$ cat config.mk
export PLATFORM = sky130hd
export DESIGN_NAME = spi_ram_ctrl
export DESIGN_NICKNAME = d
export VERILOG_FILES = /design/src/rtl/spi_ram_ctrl.sv
export SDC_FILE = /design/constraint.sdc
export NUM_CORES = 2
export LEC_CHECK = 0
export CORE_UTILIZATION = 35
export CTS_BUF_LIST = sky130_fd_sc_hd__clkbuf_4 sky130_fd_sc_hd__clkbuf_8 sky130_fd_sc_hd__clkbuf_16
export DETAILED_ROUTE_END_ITERATION = 6
export DONT_BUFFER_PORTS = 1
export GPL_TIMING_DRIVEN = 0
export HOLD_SLACK_MARGIN = 0.15
export PLACE_DENSITY = 0.54
export SYNTH_ARGS = -nofsm -noshare
export SYNTH_HDL_FRONTEND = slang
export SYNTH_SLANG_ARGS = --single-unit
$ cat constraint.sdc
create_clock -name clk -period 5.8 [get_ports clk]
set_clock_uncertainty 0.05 [all_clocks]
set_input_delay 0.87 -clock clk [delete_from_list [all_inputs] [get_ports clk]]
set_output_delay 0.87 -clock clk [all_outputs]
set_load 0.02 [all_outputs]
$ cat src/rtl/spi_ram_ctrl.sv
// spi_ram_ctrl: command-decoded single-port RAM behind an SPI slave word stream
module spi_ram_ctrl #(
  parameter int MEM_DEPTH = 256,
  parameter int ADDR_SIZE = 8,
  parameter int AUTO_INC  = 0
) (
  input  logic       clk,
  input  logic       rst,
  input  logic [9:0] din,
  input  logic       rx_valid,
  output logic [7:0] dout,
  output logic       tx_valid,
  output logic       err
);
  localparam int IW = MEM_DEPTH > 1 ? $clog2(MEM_DEPTH) : 1;
  localparam logic [ADDR_SIZE:0] DEPTH = (ADDR_SIZE+1)'(MEM_DEPTH);
  localparam logic [ADDR_SIZE:0] ONE = (ADDR_SIZE+1)'(1);
  logic [7:0] mem [MEM_DEPTH];
  logic [ADDR_SIZE-1:0] wr_addr_q, wr_addr_d, rd_addr_q, rd_addr_d, wr_nxt, rd_nxt;
  logic [7:0] dout_q, dout_d;
  logic tx_valid_q, tx_valid_d, err_q, err_d, mem_we, wr_ok, rd_ok;
  logic [1:0] cmd;
  logic [7:0] payload;
  assign cmd = din[9:8];
  assign payload = din[7:0];
  assign wr_ok = {1'b0, wr_addr_q} < DEPTH;
  assign rd_ok = {1'b0, rd_addr_q} < DEPTH;
  assign wr_nxt = ADDR_SIZE'(({1'b0, wr_addr_q} + ONE) % DEPTH);
  assign rd_nxt = ADDR_SIZE'(({1'b0, rd_addr_q} + ONE) % DEPTH);
  assign dout = dout_q;
  assign tx_valid = tx_valid_q;
  assign err = err_q;
  // decode one accepted word into address updates, memory write and read response
  always_comb begin
    wr_addr_d = wr_addr_q;
    rd_addr_d = rd_addr_q;
    dout_d = dout_q;
    tx_valid_d = 1'b0;
    err_d = 1'b0;
    mem_we = 1'b0;
    if (rx_valid) begin
      case (cmd)
        2'b00: wr_addr_d = payload[ADDR_SIZE-1:0];
        2'b01: begin
          mem_we = wr_ok;
          err_d = !wr_ok;
          wr_addr_d = AUTO_INC != 0 ? wr_nxt : wr_addr_q;
        end
        2'b10: rd_addr_d = payload[ADDR_SIZE-1:0];
        default: begin
          tx_valid_d = 1'b1;
          dout_d = rd_ok ? mem[rd_addr_q[IW-1:0]] : 8'h00;
          err_d = !rd_ok;
          rd_addr_d = AUTO_INC != 0 ? rd_nxt : rd_addr_q;
        end
      endcase
    end
  end
  // control and output registers; a word arriving during reset is dropped
  always_ff @(posedge clk) begin
    if (rst) begin
      wr_addr_q <= '0;
      rd_addr_q <= '0;
      dout_q <= 8'h00;
      tx_valid_q <= 1'b0;
      err_q <= 1'b0;
    end else begin
      wr_addr_q <= wr_addr_d;
      rd_addr_q <= rd_addr_d;
      dout_q <= dout_d;
      tx_valid_q <= tx_valid_d;
      err_q <= err_d;
    end
  end
  // storage array, deliberately left uncleared by reset
  always_ff @(posedge clk) begin
    if (!rst && mem_we) mem[wr_addr_q[IW-1:0]] <= payload;
  end
endmodule

Word level (Yosys, flattened, before mapping) --
Memory sizes are Yosys's and may differ from the RTL's. A register that Yosys moved wholly into a read port is not among the register bits. Cells that the tools add are included.
Word-level totals: register bits after elaboration 17, RAM bits 2048, input port bits 13, output and inout port bits 10, logic and storage cells 21, memories kept 1
Operators by class: eq/ne operators 2, mux-type cells 5, bitwise operators 2, reduce and logical (&&, ||, !) cells 8
Memory list:
- mem | depth 256, width 8, read ports 1, clocked after Yosys merged registers in 1, write ports 1, RTL line 18 | logic [7:0] mem [MEM_DEPTH];
Operator list (count):
- $reduce_and 2->1 | 3
- $mux 1 | 5
- $reduce_or 3->1 | 1
- $eq 2x1->1 const B | 1
- $eq 2x2->1 const B | 1
- $logic_not 2->1 | 1
- $not 1->1 | 2
- $reduce_or 2->1 | 1
- $logic_and 1x1->1 | 1
- $logic_not 1->1 | 1

Logic depth before layout (Yosys ltp) --
depth after elaboration 6, mapped depth 13

Least setup slack after synthesis --
No wires, ideal clock.
path type in2reg, start point in rst, end point mem mem[112][0], enable pin, arrival time 2799 ps, data required time 5380 ps, setup slack 2581 ps, stages 6, buffers on the path 3, cell sequence clkbuf_1 > nor3_1 > clkbuf_1 > nand3_1 > clkbuf_1 > nor2_1
On the way: word-level cells in the longest chain between the ends 4
RTL lines:
- from (decl) | RTL line 8 | input logic rst,
- $logic_not 1->1 | RTL line 77 | if (!rst && mem_we) mem[wr_addr_q[IW-1:0]] <= payload;
- $logic_and 1x1->1 | RTL line 77
- $mux 1 | RTL line 77
- $mux 1 (not written as such) | RTL line 77
- to (decl) | RTL line 18
Every way passes these cells.

==> flow_metrics.tcl <==
set metrics [dict create \
    post_drt_wl_per_cell_um 40.65 \
    ys.flop_type "edfxtp_1" \
    crit_path_start "rd_addr_q[2]" \
    grt_remaining_overflow 0 \
    insertion_delay_ps 890 \
    final_hold_viol_count 0 \
    layout_min_cycle_time_ps 5303 \
    worstPathArrival_ps 6080 \
    violations "design-rule violations, max-capacitance violations, max-slew violations" \
    irDropWorstVdd_uv 330.6 \
    grt_max_degree 259 \
    hpwl_um 189000 \
    end_kind "flop" \
    nets 4174 \
    final_cell_count_no_fill 7379 \
    grt_pass1_vias 42160 \
    hold_class "input pin to flop" \
    wl_um 300000 \
    async_flop_share 0 \
    dr_total_vias 44540 \
    p_leak_nw 27.98 \
    cts_tree "yes" \
    worstMarginPinSlew_ps 1618 \
    power_w 0.03104 \
    drtAntennaViolNets 0 \
    root_buffer "clkbuf_16" \
    synth.distinct_cells 70 \
    hp-start "din[0]" \
    rsz0062_at_grt "false" \
    clock-sinks 2073 \
    first_iter_violations 7299 \
    postCtsSetupRepairBufs 0 \
    outcome "finished with violations" \
    maxSlewHeadroom -0.07877 \
    fmax_ghz 0.1886 \
    areaGrowthSynthToFinish_pct 13.47 \
    synth_edf_count 2048 \
    grt_pass1_wl_um 392600 \
    netlist_area_um2 81680 \
    cts_buffer_depth 3 \
    power_density_nw_per_um2 334.9 \
    dieArea_um2 235300 \
    finalCritPeriodShare 0.9142 \
    post-route-drc-count 1 \
    coreArea_um2 231000 \
    htree_levels 4 \
    syn_nets 3934 \
    die_w_um 485.1 \
    yosys_warnings 0 \
    placed_cells 6958 \
    required_ps 6570 \
    syn_inst 3921 \
    avgViaCountPerCell 6.036 \
    die_h_um 485.1 \
    ys_top_cells_by_area "edfxtp_1 (75%), mux4_2 (8.0%), mux4_1 (4.5%), mux2i_1 (3.0%), nor2_1 (1.4%)" \
    yosysTopAreaCell "edfxtp_1" \
    start_util 0.3536 \
    setup_viol 0 \
    place.gp.congestion 0.9671 \
    path_class "flop to flop" \
    port_buffers 0 \
    max_cap_violations 7 \
    ys_seq_elements 2073 \
    clk_pin_slew_ps 70 \
    dr.pass1.iters 7 \
    synth-seq-area-share 0.7591 \
    boundaryPins 23 \
    grt_use_total 0.2517 \
    numCtsBuffers 215 \
    worst_setup_path_start_kind "flop" \
    syn_area_per_cell_um2 20.83 \
    drive_gt1_frac 0.1942 \
    synth_top_area_frac 0.7529 \
    antenna_found_initial 28 \
    reg2reg_from "rd_addr_q[2]" \
    cts_resized 0 \
    cp_max_fo 10 \
    rows 176 \
    report.final.slew_viol_count 72 \
]
## cell usage in the layout (no fill, tap or decap), types with 21 or more instances in the layout
| cell type | count |
|---|---|
| edfxtp_1 | 2048 |
| nor2_1 | 290 |
| mux4_2 | 289 |
| mux2i_1 | 248 |
| clkbuf_16 | 215 |
| mux4_1 | 139 |
| nand2_1 | 121 |
| clkbuf_1 | 65 |
| o22ai_1 | 65 |
| nand3_1 | 58 |
| clkinv_1 | 56 |
| clkbuf_4 | 55 |
| a22oi_1 | 54 |
| buf_2 | 46 |
| o221ai_1 | 45 |
| clkinv_2 | 43 |
| a21oi_1 | 34 |
| buf_8 | 33 |
| nor3_1 | 30 |
| o21ai_0 | 28 |
| buf_4 | 25 |
| dfxtp_1 | 25 |
| a211oi_1 | 22 |
| nand4_1 | 21 |
| buf_12 | 21 |
## sequential cells by signal, summed over array words and instances (netlist names)
| signal | cells |
|---|---|
| mem | 2048 |
| tx_valid | 1 |
| dout | 8 |
| rd_addr_q | 8 |
| wr_addr_q | 8 |
## worst paths after layout
check	to	slack (ps)	cells past startpoint
min	mem[78][0]	220	0
max reg2reg	dout[4]	500	9
min reg2reg	rd_addr_q[7]	470	2
max	dout[4]	500	9
## per-layer routing
layer	track usage	part of all wire	vias up	wire length, um
li1	-	-	16950	-
met1	0.3347	0.38	24020	115500
met2	0.3797	0.45	2943	133700
met3	0.06993	0.11	614	33660
met4	0.1228	0.057	12	17040
met5	0	0.00030	-	89
## synth_stat cells (34+ instances only)
cell type  count
buf_2         44
o221ai_1      45
a21oi_1       34
mux4_2       289
edfxtp_1    2048
nor2_1       296
mux2i_1      248
o22ai_1       65
nand2_1      121
mux4_1       139
clkbuf_1      83
a22oi_1       54
nand3_1       58
## final cells by class
| type | count | area, um^2 |
|---|---|---|
| fill | 20370 | 138300 |
| sequential | 2073 | 62000 |
| multi-input combinational | 1600 | 17710 |
| clock buffer | 268 | 5778 |
| tap | 3026 | 3786 |
| buffer | 244 | 2008 |
| clock inverter | 129 | 1022 |
| timing repair buffer | 23 | 334.1 |
| antenna | 12 | 30.03 |
| inverter | 4 | 15.01 |
## cells by family (layout without fill, tap and decap cells)
logic type,after synthesis,in the layout,synth area share
other,1,13,0.00004591
DFF,2073,2073,0.7591
AOI/OAI and AO/OA,327,327,0.02933
buffers and inverters,248,668,0.02448
muxes,681,681,0.1555
and+or+nand+nor,591,591,0.03160
## what timing repair did
action,in CTS,in global routing
hold endpoints to repair,289,9
endpoints found under the setup margin,0,0
hold buffers,10,2
## worst max-delay path: stages (launching register included)
cell	delay (ps)
dfxtp_1	340
buf_2	330
and2_1	180
clkbuf_1	1120
clkbuf_1	1190
a22oi_1	320
nand3_1	230
a31oi_1	430
or4_1	900
o211ai_2	130
## power breakdown
part	internal [W]	switching, W
logic	0.000329	0.000731
registers	0.0165	0.0000136
clock network	0.00745	0.00606
## metrics by stage
stage | hold WS [ps] | TNS [ps] | area, um^2 | utilization | setup WS (ps)
global route | 152.5 | 0 | 92660 | 0.4011 | 710.7
global placement | 436.9 | -198.6 | 85470 | 0.3700 | -25.30
CTS | 153.8 | 0 | 92620 | 0.4010 | 741.2
floorplan | 422.0 | 0 | 81680 | - | 2581
detailed placement | 456.2 | 0 | 85650 | 0.3708 | 502.6
finish | 218.4 | 0 | 92680 | 0.4012 | 497.4
No activity file was read; power rests on OpenSTA's default activity.
